--- config.mk ---
export PLATFORM = sky130hd
export DESIGN_NAME = alu_sequencer
export DESIGN_NICKNAME = d
export VERILOG_FILES = /design/src/rtl/logic_pkg.sv /design/src/rtl/alu_seq_stats.sv /design/src/rtl/alu_sequencer.sv
export SDC_FILE = /design/constraint.sdc
export NUM_CORES = 1
export LEC_CHECK = 0
export CAP_MARGIN = 20
export CORE_ASPECT_RATIO = 2
export CORE_MARGIN = 4
export CORE_UTILIZATION = 47
export CTS_CLUSTER_SIZE = 10
export DETAILED_ROUTE_END_ITERATION = 10
export GPL_TIMING_DRIVEN = 0
export PLACE_DENSITY_LB_ADDON = 0.3
export SLEW_MARGIN = 20
export SYNTH_ARGS = -nofsm -noshare
export SYNTH_HDL_FRONTEND = slang
export SYNTH_SLANG_ARGS = --single-unit
--- constraint.sdc ---
create_clock -name clk -period 3 [get_ports clk]
set_input_delay 0.3 -clock clk [delete_from_list [all_inputs] [get_ports clk]]
set_output_delay 0.3 -clock clk [all_outputs]
set_load 0.03 [all_outputs]
--- src/rtl/logic_pkg.sv ---
// logic_pkg: shared definitions for the ALU sequencer.
//   - 4-bit op code constants driven on ALUOp
//   - class-decode helpers (is_shift, is_branch, is_arith)
//   - sequencer FSM state enum
//   - NOP command constant (also the idle value of ALUOp)
package logic_pkg;

  localparam logic [3:0] OP_ADD   = 4'h0;
  localparam logic [3:0] OP_SUB   = 4'h1;
  localparam logic [3:0] OP_AND   = 4'h2;
  localparam logic [3:0] OP_XOR   = 4'h3;
  localparam logic [3:0] OP_SLT   = 4'h4;
  localparam logic [3:0] OP_SLL   = 4'h5;
  localparam logic [3:0] OP_SRL   = 4'h6;
  localparam logic [3:0] OP_SRA   = 4'h7;
  localparam logic [3:0] OP_SLLV  = 4'h8;
  localparam logic [3:0] OP_SRAV  = 4'h9;
  localparam logic [3:0] OP_BEQ   = 4'hA;
  localparam logic [3:0] OP_BNE   = 4'hB;
  localparam logic [3:0] OP_BLE   = 4'hC;
  localparam logic [3:0] OP_BGT   = 4'hD;
  localparam logic [3:0] OP_PASSA = 4'hE;
  localparam logic [3:0] OP_NOP   = 4'hF;

  // Value driven on ALUOp whenever no operation is in flight.
  localparam logic [3:0] ALUOP_NOP = OP_NOP;

  typedef enum logic [2:0] {
    IDLE    = 3'd0,
    ISSUE   = 3'd1,
    SHIFT   = 3'd2,
    CAPTURE = 3'd3,
    RESP    = 3'd4
  } seq_state_t;

  // Shift class needs separate load and shift cycles on the clocked shifter.
  function automatic logic is_shift(input logic [3:0] op);
    case (op)
      OP_SLL, OP_SRL, OP_SRA, OP_SLLV, OP_SRAV: return 1'b1;
      default:                                  return 1'b0;
    endcase
  endfunction

  function automatic logic is_branch(input logic [3:0] op);
    case (op)
      OP_BEQ, OP_BNE, OP_BLE, OP_BGT: return 1'b1;
      default:                        return 1'b0;
    endcase
  endfunction

  // Only ADD and SUB can raise a trappable overflow.
  function automatic logic is_arith(input logic [3:0] op);
    case (op)
      OP_ADD, OP_SUB: return 1'b1;
      default:        return 1'b0;
    endcase
  endfunction

endpackage

--- src/rtl/alu_seq_stats.sv ---
// alu_seq_stats: two saturating event counters for the ALU sequencer.
// Only compiled when ALU_SEQ_STATS_EN is defined.
// Ports:
//   clk, reset      - clock, async active-high reset (clears counters)
//   inc_ops         - one pulse per accepted request
//   inc_ovf         - one pulse per capture with OVERFLOW high
//   stat_ops        - accepted-request count (saturates at all-ones)
//   stat_ovf        - overflow-capture count (saturates at all-ones)
`ifdef ALU_SEQ_STATS_EN
module alu_seq_stats #(
  parameter int STAT_W = 16
) (
  input  logic              clk,
  input  logic              reset,
  input  logic              inc_ops,
  input  logic              inc_ovf,
  output logic [STAT_W-1:0] stat_ops,
  output logic [STAT_W-1:0] stat_ovf
);

  localparam logic [STAT_W-1:0] SAT_MAX = {STAT_W{1'b1}};
  localparam logic [STAT_W-1:0] ONE     = STAT_W'(1);

  // Saturating counters: hold at all-ones instead of wrapping.
  always_ff @(posedge clk or posedge reset) begin
    if (reset) begin
      stat_ops <= '0;
      stat_ovf <= '0;
    end else begin
      if (inc_ops && (stat_ops != SAT_MAX)) begin
        stat_ops <= stat_ops + ONE;
      end
      if (inc_ovf && (stat_ovf != SAT_MAX)) begin
        stat_ovf <= stat_ovf + ONE;
      end
    end
  end

endmodule
`endif

--- src/rtl/alu_sequencer.sv ---
// alu_sequencer: accepts one decoded ALU request at a time, drives ALUOp for
// the cycles the op needs (shift ops get extra load/shift cycles), captures
// ALUOut and status flags into a held response for the main control FSM.
// Optional statistics counters are enabled by defining ALU_SEQ_STATS_EN.
// Ports:
//   clk, reset                  - clock, async active-high reset
//   req_valid/req_ready         - request handshake (ready only in IDLE)
//   req_op, req_trap_ovf        - op code and overflow-trap enable
//   ALUOp                       - command to the logic unit (NOP when idle)
//   ALUOut, OVERFLOW, ZERO,
//   SPECIAL, Update_UC          - logic unit result and status
//   rsp_valid/rsp_ready         - response handshake
//   rsp_result, rsp_zero, rsp_special, rsp_branch_taken,
//   rsp_ovf_exc, rsp_wr_en      - captured response
//   stat_ops, stat_ovf          - counters (ALU_SEQ_STATS_EN only)
module alu_sequencer
  import logic_pkg::*;
#(
  parameter int SHIFT_LAT = 2,
  parameter int STAT_W    = 16
) (
  input  logic        clk,
  input  logic        reset,
  input  logic        req_valid,
  output logic        req_ready,
  input  logic [3:0]  req_op,
  input  logic        req_trap_ovf,
  output logic [3:0]  ALUOp,
  input  logic [31:0] ALUOut,
  input  logic        OVERFLOW,
  input  logic        ZERO,
  input  logic        SPECIAL,
  input  logic        Update_UC,
  output logic        rsp_valid,
  input  logic        rsp_ready,
  output logic [31:0] rsp_result,
  output logic        rsp_zero,
  output logic        rsp_special,
  output logic        rsp_branch_taken,
  output logic        rsp_ovf_exc,
  output logic        rsp_wr_en
`ifdef ALU_SEQ_STATS_EN
  ,
  output logic [STAT_W-1:0] stat_ops,
  output logic [STAT_W-1:0] stat_ovf
`endif
);

  // Counter preload: ISSUE and CAPTURE each take one ALUOp cycle, so SHIFT
  // lasts SHIFT_LAT-1 cycles.
  localparam logic [2:0] SHIFT_LOAD = 3'(SHIFT_LAT - 1);

  seq_state_t state;
  logic [3:0] op_q;
  logic       trap_q;
  logic [2:0] shift_cnt;
  logic       accept;
  logic       cap_ovf_exc;
  logic       cap_branch;
  logic       cap_wr_en;

  assign accept = req_valid && req_ready;

  // Response decode from the latched op and the live logic-unit status.
  always_comb begin
    cap_ovf_exc = 1'b0;
    cap_branch  = 1'b0;
    cap_wr_en   = 1'b0;
    if (OVERFLOW && trap_q && is_arith(op_q)) begin
      cap_ovf_exc = 1'b1;
    end else begin
      cap_ovf_exc = 1'b0;
    end
    if (is_branch(op_q)) begin
      cap_branch = Update_UC;
    end else begin
      cap_branch = 1'b0;
    end
    if (is_branch(op_q) || (op_q == OP_NOP) || cap_ovf_exc) begin
      cap_wr_en = 1'b0;
    end else begin
      cap_wr_en = 1'b1;
    end
  end

  // Sequencer FSM with registered ALUOp, handshake and response outputs.
  always_ff @(posedge clk or posedge reset) begin
    if (reset) begin
      state            <= IDLE;
      op_q             <= OP_NOP;
      trap_q           <= 1'b0;
      shift_cnt        <= 3'd0;
      ALUOp            <= ALUOP_NOP;
      req_ready        <= 1'b1;
      rsp_valid        <= 1'b0;
      rsp_result       <= 32'h0000_0000;
      rsp_zero         <= 1'b0;
      rsp_special      <= 1'b0;
      rsp_branch_taken <= 1'b0;
      rsp_ovf_exc      <= 1'b0;
      rsp_wr_en        <= 1'b0;
    end else begin
      case (state)
        IDLE: begin
          if (accept) begin
            op_q      <= req_op;
            trap_q    <= req_trap_ovf;
            ALUOp     <= req_op;
            req_ready <= 1'b0;
            state     <= ISSUE;
          end
        end
        ISSUE: begin
          if (is_shift(op_q)) begin
            shift_cnt <= SHIFT_LOAD;
            state     <= SHIFT;
          end else begin
            state <= CAPTURE;
          end
        end
        SHIFT: begin
          shift_cnt <= shift_cnt - 3'd1;
          // Leave when the counter is about to hit zero (<= also guards 0).
          if (shift_cnt <= 3'd1) begin
            state <= CAPTURE;
          end
        end
        CAPTURE: begin
          rsp_valid        <= 1'b1;
          rsp_result       <= ALUOut;
          rsp_zero         <= ZERO;
          rsp_special      <= SPECIAL;
          rsp_branch_taken <= cap_branch;
          rsp_ovf_exc      <= cap_ovf_exc;
          rsp_wr_en        <= cap_wr_en;
          ALUOp            <= ALUOP_NOP;
          state            <= RESP;
        end
        RESP: begin
          // Ready rises only after the handshake, so no same-cycle accept.
          if (rsp_ready) begin
            rsp_valid <= 1'b0;
            req_ready <= 1'b1;
            state     <= IDLE;
          end
        end
        default: begin
          state     <= IDLE;
          ALUOp     <= ALUOP_NOP;
          req_ready <= 1'b1;
          rsp_valid <= 1'b0;
          shift_cnt <= 3'd0;
        end
      endcase
    end
  end

`ifdef ALU_SEQ_STATS_EN
  alu_seq_stats #(
    .STAT_W (STAT_W)
  ) u_stats (
    .clk      (clk),
    .reset    (reset),
    .inc_ops  (accept),
    .inc_ovf  ((state == CAPTURE) && OVERFLOW),
    .stat_ops (stat_ops),
    .stat_ovf (stat_ovf)
  );
`endif

endmodule

Yosys cells after proc, flatten, opt, wreduce, memory -nomap -nowiden
Cells that the tools add are included.
{"block": "word_totals", "regBits": 54}
{"block": "op_classes", "add_sub_neg": 1, "n_lt_le_gt_ge": 1, "n_eq_ne": 19, "mux": 21, "n_bitwise": 4, "reduce_logical": 20}
{"op": "$eq 4x4->1 const B", "count": 7}
{"op": "$pmux 3 s5", "count": 1}
{"op": "$eq 4x3->1 const B", "count": 3}
{"op": "$mux 3", "count": 4}
{"op": "$reduce_or 3->1", "count": 4}
{"op": "$mux 1", "count": 11}
{"op": "$pmux 3 s3", "count": 1}
{"op": "$ne 2x2->1 const B", "count": 4}
{"op": "$pmux 4 s2", "count": 1}
{"op": "$reduce_and 2->1", "count": 4}
{"op": "$eq 3x2->1 const B", "count": 2}
{"op": "$pmux 1 s3", "count": 2}
{"op": "$reduce_and 3->1", "count": 2}
{"op": "$reduce_or 5->1", "count": 1}
{"op": "$eq 4x1->1 const B", "count": 1}
{"op": "$logic_not 4->1", "count": 1}
{"op": "$mux 4", "count": 1}
{"op": "$not 1->1", "count": 4}
{"op": "$reduce_or 4->1", "count": 1}
{"op": "$eq 3x1->1 const B", "count": 1}
{"op": "$eq 3x3->1 const B", "count": 1}
{"op": "$le 3x1->1 const B", "count": 1}
{"op": "$logic_and 1x1->1", "count": 3}
{"op": "$logic_not 3->1", "count": 1}
{"op": "3 further kinds", "count": 4}

Depth between registers and ports, before layout
Gate-level depths: netlist of run 1.
{"block": "logic_depth", "ltp_word": 7, "ltp_mapped": 6, "mapped_depth_nobuf": 6}

Worst setup path before layout of run 1
No wires, ideal clock.
{"block": "synth_timing", "path_kind": "reg2reg", "start": "reg state[0]", "end": "reg rsp_ovf_exc", "arrival_ps": 1202, "t_required_ps": 2875, "slack_ps": 1673, "stages_incl_launch_ff": 6, "path_buffers": 2, "synth_period_minus_slack_ps": 1327, "path_cell_list": "dfrtp_1 > buf_6 > and2b_4 > nand2_4 > buf_6 > mux2_4"}
{"block": "synth_between", "elab_chain_cells": 1}
{"item": "start: declaration", "line": "alu_sequencer.sv:53", "source": "seq_state_t state;"}
{"item": "start signal: assignment", "line": "alu_sequencer.sv:89", "source": "state <= IDLE;"}
{"item": "start signal: assignment", "line": "alu_sequencer.sv:110", "source": "state <= ISSUE;"}
{"item": "start signal: assignment", "line": "alu_sequencer.sv:116", "source": "state <= SHIFT;"}
{"item": "$eq 3x2->1", "line": "alu_sequencer.sv:103", "source": "case (state)"}
{"item": "end signal: assignment", "line": "alu_sequencer.sv:134", "source": "rsp_ovf_exc <= cap_ovf_exc;"}
{"item": "end: declaration", "line": "alu_sequencer.sv:40", "source": "output logic rsp_ovf_exc,"}
Every way passes these cells.
A chain may end at the register's enable or synchronous reset.

Worst setup path after layout of run 1
{"block": "layout_timing", "start": "reg req_ready", "end": "out req_ready"}
{"item": "start: declaration", "line": "alu_sequencer.sv:25", "source": "output logic req_ready,"}
{"item": "start signal: assignment", "line": "alu_sequencer.sv:94", "source": "req_ready <= 1'b1;"}
{"item": "start signal: assignment", "line": "alu_sequencer.sv:109", "source": "req_ready <= 1'b0;"}
{"item": "start signal: assignment", "line": "alu_sequencer.sv:143", "source": "req_ready <= 1'b1;"}
No word-level cell between the ends.

==> impl_metrics.py, run 1 <==
metrics = {
    "clock_tree": {
        "ctsLongestPathBuffers": 2,
        "post_cts_buffers": 0,
        "clk_pin_slew_worst_paths_ns": 0.09,
        "cts_root_buffer": "clkbuf_8",
        "cts_made_buffers": 5,
        "clk_latency_ns": 0.30,
        "clock_sinks": 54,
        "cts_tree": "done",
        "cts_htree_levels": 2,
        "cts_hold_buf": 0,
        "cts_resized": 0,
    },
    "status": {
        "status": "finished, final reports clean",
    },
    "placed_design": {
        "post_dp_cell_area_sq_um": 3370,
        "io_buffers": 87,
        "gp_congestion": 0.870,
        "place_ws_ns": 1.45,
        "dp_hpwl_um": 4170,
    },
    "timing": {
        "rsz0062_at_grt": "no",
        "finalSetupViolations": 0,
        "fin_crit_ns": 1.89,
        "worst_pin_slew_ns": 0.705,
        "slew_violations": 0,
        "worst_clock_skew_ns": 0.00243,
        "final_hold_viol_count": 0,
        "slew_headroom": 0.529,
        "fmaxAchievable_ghz": 0.530,
        "tns_ns": 0,
        "worst_slack_ns": 1.11,
        "period_share": 0.629,
    },
    "routing": {
        "avgRoutedWirePerCell_um": 17.0,
        "antenna_left": 0,
        "drt-initial-drc-count": 31,
        "wl_um": 5360,
        "vias_per_cell": 5.11,
        "firstDrtPassIters": 4,
        "drc_errors": 0,
        "vias": 1610,
    },
    "synthesis": {
        "yosysWarnings": 0,
        "ys_ff_latch": 54,
        "postSynthAreaPerCell_sq_um": 14.8,
        "synth_seq_area_share": 0.567,
        "synth_cells": 162,
        "synth_top_area_cell": "dfrtp_1",
        "synth.top_cell.area_share": 0.468,
        "syn_area_sq_um": 2400,
        "synth_area_leaders": "dfrtp_1 (47%), mux2_4 (22%), dfstp_2 (9.8%), buf_6 (2.3%), mux2_2 (2.3%)",
        "post_synth_num_cell_types": 32,
        "syn-num-nets": 209,
    },
    "die": {
        "die_area_sq_um": 6390,
        "ios": 88,
        "core_sq_um": 4910,
        "fp.dieW_um": 58.6,
        "rows": 36,
        "start_util": 0.490,
        "die_h_um": 109,
    },
    "hold_path": {
        "hold_class": "input port to async pin",
    },
    "final_layout": {
        "final_cell_area_sq_um": 3460,
        "layout.cells.most_common_list": "clkdlybuf4s50_1 (87), dfrtp_1 (45), mux2_4 (35), dfstp_2 (9), nand2_1 (8)",
        "final_util": 0.705,
        "layout-drive-gt1-share": 0.271,
        "mostFrequentLayoutCell": "clkdlybuf4s50_1",
        "area_delta_synth_final_pct": 43.9,
        "diodes": 0,
        "nets": 304,
    },
    "pwr": {
        "p_per_area_nw_per_um2": 1180,
        "p_leak_nw": 1.58,
        "ir_worst_vdd_mv": 0.792,
    },
    "setup_path": {
        "cp.required_ns": 2.70,
        "crit_chain": "clkdlybuf4s50_1",
        "path_buf_inv": 1,
        "path_class": "register to output pin",
        "path_delay_family": "buffers and inverters",
        "arrival_ns": 1.59,
        "start_kind": "register",
        "crit_slowest_cell": "clkdlybuf4s50_1",
        "cp_max_fo": 5,
        "critical_path.max_stage_delay_ns": 0.69,
        "endpoint_kind": "output pin",
    },
    "global_routing": {
        "grt_pass1_wl_um": 8480,
        "grt-ovfl-total": 0,
        "grt_pass1_vias": 1740,
        "grt_max_degree": 33,
        "grt_antenna_before_repair": 0,
        "grt.total_usage": 0.176,
    },
    "run": {
        "maxCapViolCount": 0,
    },
}
## stage by stage
| stage | power [mW] | instances | hold WS, ns |
|---|---|---|---|
| 2_1_floorplan | 2.88 | 162 | 0.449 |
| 3_3_place_gp | 3.65 | 306 | 0.466 |
| 3_5_place_dp | 3.71 | 307 | 0.490 |
| 4_1_cts | 4.12 | 315 | 0.442 |
| 5_1_grt | 4.31 | 315 | 0.487 |
| 6_report | 4.07 | 315 | 0.432 |
## worst paths after layout
kind,startpoint,endpoint,slack [ns],cells after the start
setup reg to reg,op_q[3],state[0],1.58,4
min in group clk,rsp_wr_en,rsp_wr_en,0.51,2
setup / recovery,req_ready,req_ready,1.11,1
max in group asynchronous,reset,ALUOp[2],1.93,3
hold reg to reg,rsp_wr_en,rsp_wr_en,0.51,2
hold / removal,reset,rsp_result[2],0.43,2
## layout make-up
cell class              count  area [sq um]
well taps                  57          71.3
inverters                   7          26.3
flip-flops and latches     54          1360
plain buffers               7          67.6
fillers                   365          1450
multi-input cells          94           948
repair buffers             88           898
clock buffers               5          68.8
clock inverters             3          16.3
## sequential cells by signal (all words and copies together) (netlist names)
signal	count
rsp_zero	1
trap_q	1
rsp_branch_taken	1
req_ready	1
state	3
ALUOp	4
rsp_special	1
rsp_ovf_exc	1
shift_cnt	3
rsp_valid	1
op_q	4
rsp_result	32
rsp_wr_en	1
## metal layers
metal | routed length [um] | part of all wire | GRT usage
met3 | 298 | 0.056 | 0.0308
met5 | 0 | 0 | 0
met4 | 161 | 0.030 | 0.0827
met1 | 1890 | 0.35 | 0.191
met2 | 3010 | 0.56 | 0.322
## logic make-up after synthesis
group,after synthesis,synth area share
buffers and inverters,14,0.0390
AOI/OAI and AO/OA,27,0.0765
adders and majority gates,2,0.0104
muxes,40,0.242
xor gates and xnor gates,1,0.00364
and+or+nand+nor,24,0.0619
DFF,54,0.567
## where the power goes
group	total, mW	internal [mW]	switching [mW]
registers	1.34	1.12	0.225
clock network	0.392	0.160	0.231
logic	2.34	1.19	1.15
total	4.07	2.46	1.61
## cell usage after synthesis, drive strengths merged
library cell	n
nand4b	1
nor4	1
nand2	9
clkbuf	1
a2bb2oi	1
and4b	1
o22a	5
dfstp	9
o221ai	1
mux2	40
and2b	1
nand2b	2
ha	2
dfrtp	45
o21ai	8
xor2	1
nand3	1
a221oi	1
o31ai	1
inv	7
o211ai	1
buf	6
nor3	2
a31oi	2
o22ai	1
a21oi	6
nor2	6
Note: power is estimated with default switching activity, not from simulation.
==> inputs of run 2 (changes only) <==
Settings changed: CORE_UTILIZATION 47 to 44.
Clock period 3 ns to 1.8 ns, I/O delays scaled along.
==> impl_metrics.py, run 2 (same netlist as run 1, synthesis figures left out) <==
metrics = {
    "pwr": {
        "ir_worst_vdd_mv": 1.32,
        "power_frac_comb": 0.568,
        "p_sw_mw": 2.69,
        "p_clk_frac": 0.104,
        "p_int_mw": 4.14,
        "switching_share": 0.393,
        "p_leak_nw": 1.59,
        "p_per_area_nw_per_um2": 1980,
        "p_seq_frac": 0.328,
    },
    "final_layout": {
        "biggestRegsByFlops": "rsp_result: 32 flops, ALUOp: 4 flops, op_q: 4 flops",
        "final_cell_area_sq_um": 3450,
        "layout-drive-gt1-share": 0.272,
        "largest_reg_flops": 32,
        "final_util": 0.659,
        "mostFrequentLayoutCell": "clkdlybuf4s50_1",
        "register_area_sq_um": 1360,
        "layout.cells.most_common_list": "clkdlybuf4s50_1 (86), dfrtp_1 (45), mux2_4 (35), dfstp_2 (9), nand2_1 (8)",
        "nets": 303,
        "diodes": 0,
        "regMostFlops": "rsp_result",
        "area_delta_synth_final_pct": 43.4,
        "fin_cells": 315,
        "multi_input_area_sq_um": 948,
        "nFillCells": 413,
    },
    "clock_tree": {
        "cts_hold_buf": 0,
        "clk_latency_ns": 0.31,
        "cts_root_buffer": "clkbuf_8",
        "ctsLongestPathBuffers": 2,
        "cts_made_buffers": 5,
        "cts_htree_levels": 2,
        "cts_resized": 0,
        "cts_tree": "done",
        "clock_sinks": 54,
        "clk_pin_slew_worst_paths_ns": 0.10,
        "post_cts_buffers": 0,
    },
    "setup_path": {
        "crit_slowest_cell": "clkdlybuf4s50_1",
        "cp_max_fo": 2,
        "cp.required_ns": 1.62,
        "path_delay_family": "buffers and inverters",
        "crit_chain": "clkdlybuf4s50_1",
        "arrival_ns": 1.54,
        "endpoint_kind": "output pin",
        "path_buf_inv": 1,
        "critical_path.max_stage_delay_ns": 0.69,
        "start_kind": "register",
        "path_class": "register to output pin",
    },
    "timing": {
        "holdWs_ns": 0.303,
        "fmaxAchievable_ghz": 0.580,
        "fin_crit_ns": 1.72,
        "slew_headroom": 0.566,
        "final_hold_viol_count": 0,
        "worst_pin_slew_ns": 0.652,
        "rsz0062_at_grt": "no",
        "period_share": 0.958,
        "tns_ns": 0,
        "worst_clock_skew_ns": 0.00547,
        "finalSetupViolations": 0,
        "slew_violations": 0,
    },
    "routing": {
        "firstDrtPassIters": 5,
        "antenna_left": 0,
        "drt-initial-drc-count": 52,
        "wl_um": 5340,
        "drc_errors": 0,
        "vias_per_cell": 5.24,
        "vias": 1651,
        "avgRoutedWirePerCell_um": 16.9,
    },
    "global_routing": {
        "grt-ovfl-total": 0,
        "grt_pass1_wl_um": 8410,
        "grt.total_usage": 0.167,
        "grt_pass1_vias": 1700,
        "grt_max_degree": 55,
        "grt_antenna_before_repair": 0,
    },
    "hold_path": {
        "hold_class": "input port to async pin",
    },
    "placed_design": {
        "dp_hpwl_um": 4030,
        "post_dp_cell_area_sq_um": 3350,
        "gp_congestion": 0.797,
        "placedCellCount": 307,
        "io_buffers": 87,
    },
    "status": {
        "status": "finished, final reports clean",
    },
    "die": {
        "rows": 37,
        "start_util": 0.460,
        "die_area_sq_um": 6780,
        "core_sq_um": 5230,
        "fp.dieW_um": 60.3,
        "die_h_um": 113,
        "ios": 88,
    },
    "run": {
        "maxCapViolCount": 0,
    },
}
-- run 2: cell count changes in the layout (fill, tap and decap cells not counted), sizes merged --
cell / delta
buf: -1
clkbuf: +1
clkinv: -1
clkdlybuf4s50: -1
dlymetal6s2s: +1
-- run 2: power groups by stage --
stage,Combinational [mW],Clock (mW),Sequential (mW)
floorplan,1.67,0,3.13
global placement,3.86,0,2.23
detailed placement,3.91,0,2.26
CTS,3.93,0.736,2.24
global route,4.11,0.795,2.32
finish,3.88,0.713,2.24
-- run 2: through the flow --
stage               setup slack (ns)  total power, mW
floorplan                      0.320             4.80
global placement              -0.721             6.09
detailed placement             0.361             6.17
CTS                          0.00741             6.91
global route                  0.0237             7.22
finish                        0.0763             6.83
-- run 2: layout make-up --
cell class / instances / area share
flip-flops and latches: 54 / 0.395
repair buffers: 87 / 0.253
clock inverters: 2 / 0.00363
clock buffers: 6 / 0.0239
inverters: 7 / 0.00835
well taps: 58 / 0.0210
multi-input cells: 94 / 0.275
plain buffers: 7 / 0.0196
-- run 2: metal layers --
layer  vias to the layer above  wire length (um)  track usage  share of wire
li1                        758                 -            -              -
met1                       801              1910        0.179           0.36
met2                        74              2870        0.288           0.54
met3                        18               373       0.0472          0.070
met4                         0               185       0.0814          0.035
met5                         -                 0            0              0
-- run 2: worst paths after layout --
check / slack, ns / to / startpoint / depth (start not counted)
max: 0.08 / ALUOp[2] / ALUOp[2] / 1
max in group asynchronous: 1.06 / rsp_result[18] / reset / 2
max reg2reg: 0.34 / state[0] / op_q[3] / 4
min in group clk: 0.45 / rsp_branch_taken / Update_UC / 3
min reg2reg: 0.51 / rsp_wr_en / rsp_wr_en / 2
min: 0.30 / rsp_result[1] / reset / 2
==> inputs of run 3 (changes only) <==
Settings changed: CTS_CLUSTER_DIAMETER set to 120.
==> results of run 3 <==
The final DEF is identical to that of run 2; final timing and power are the same.
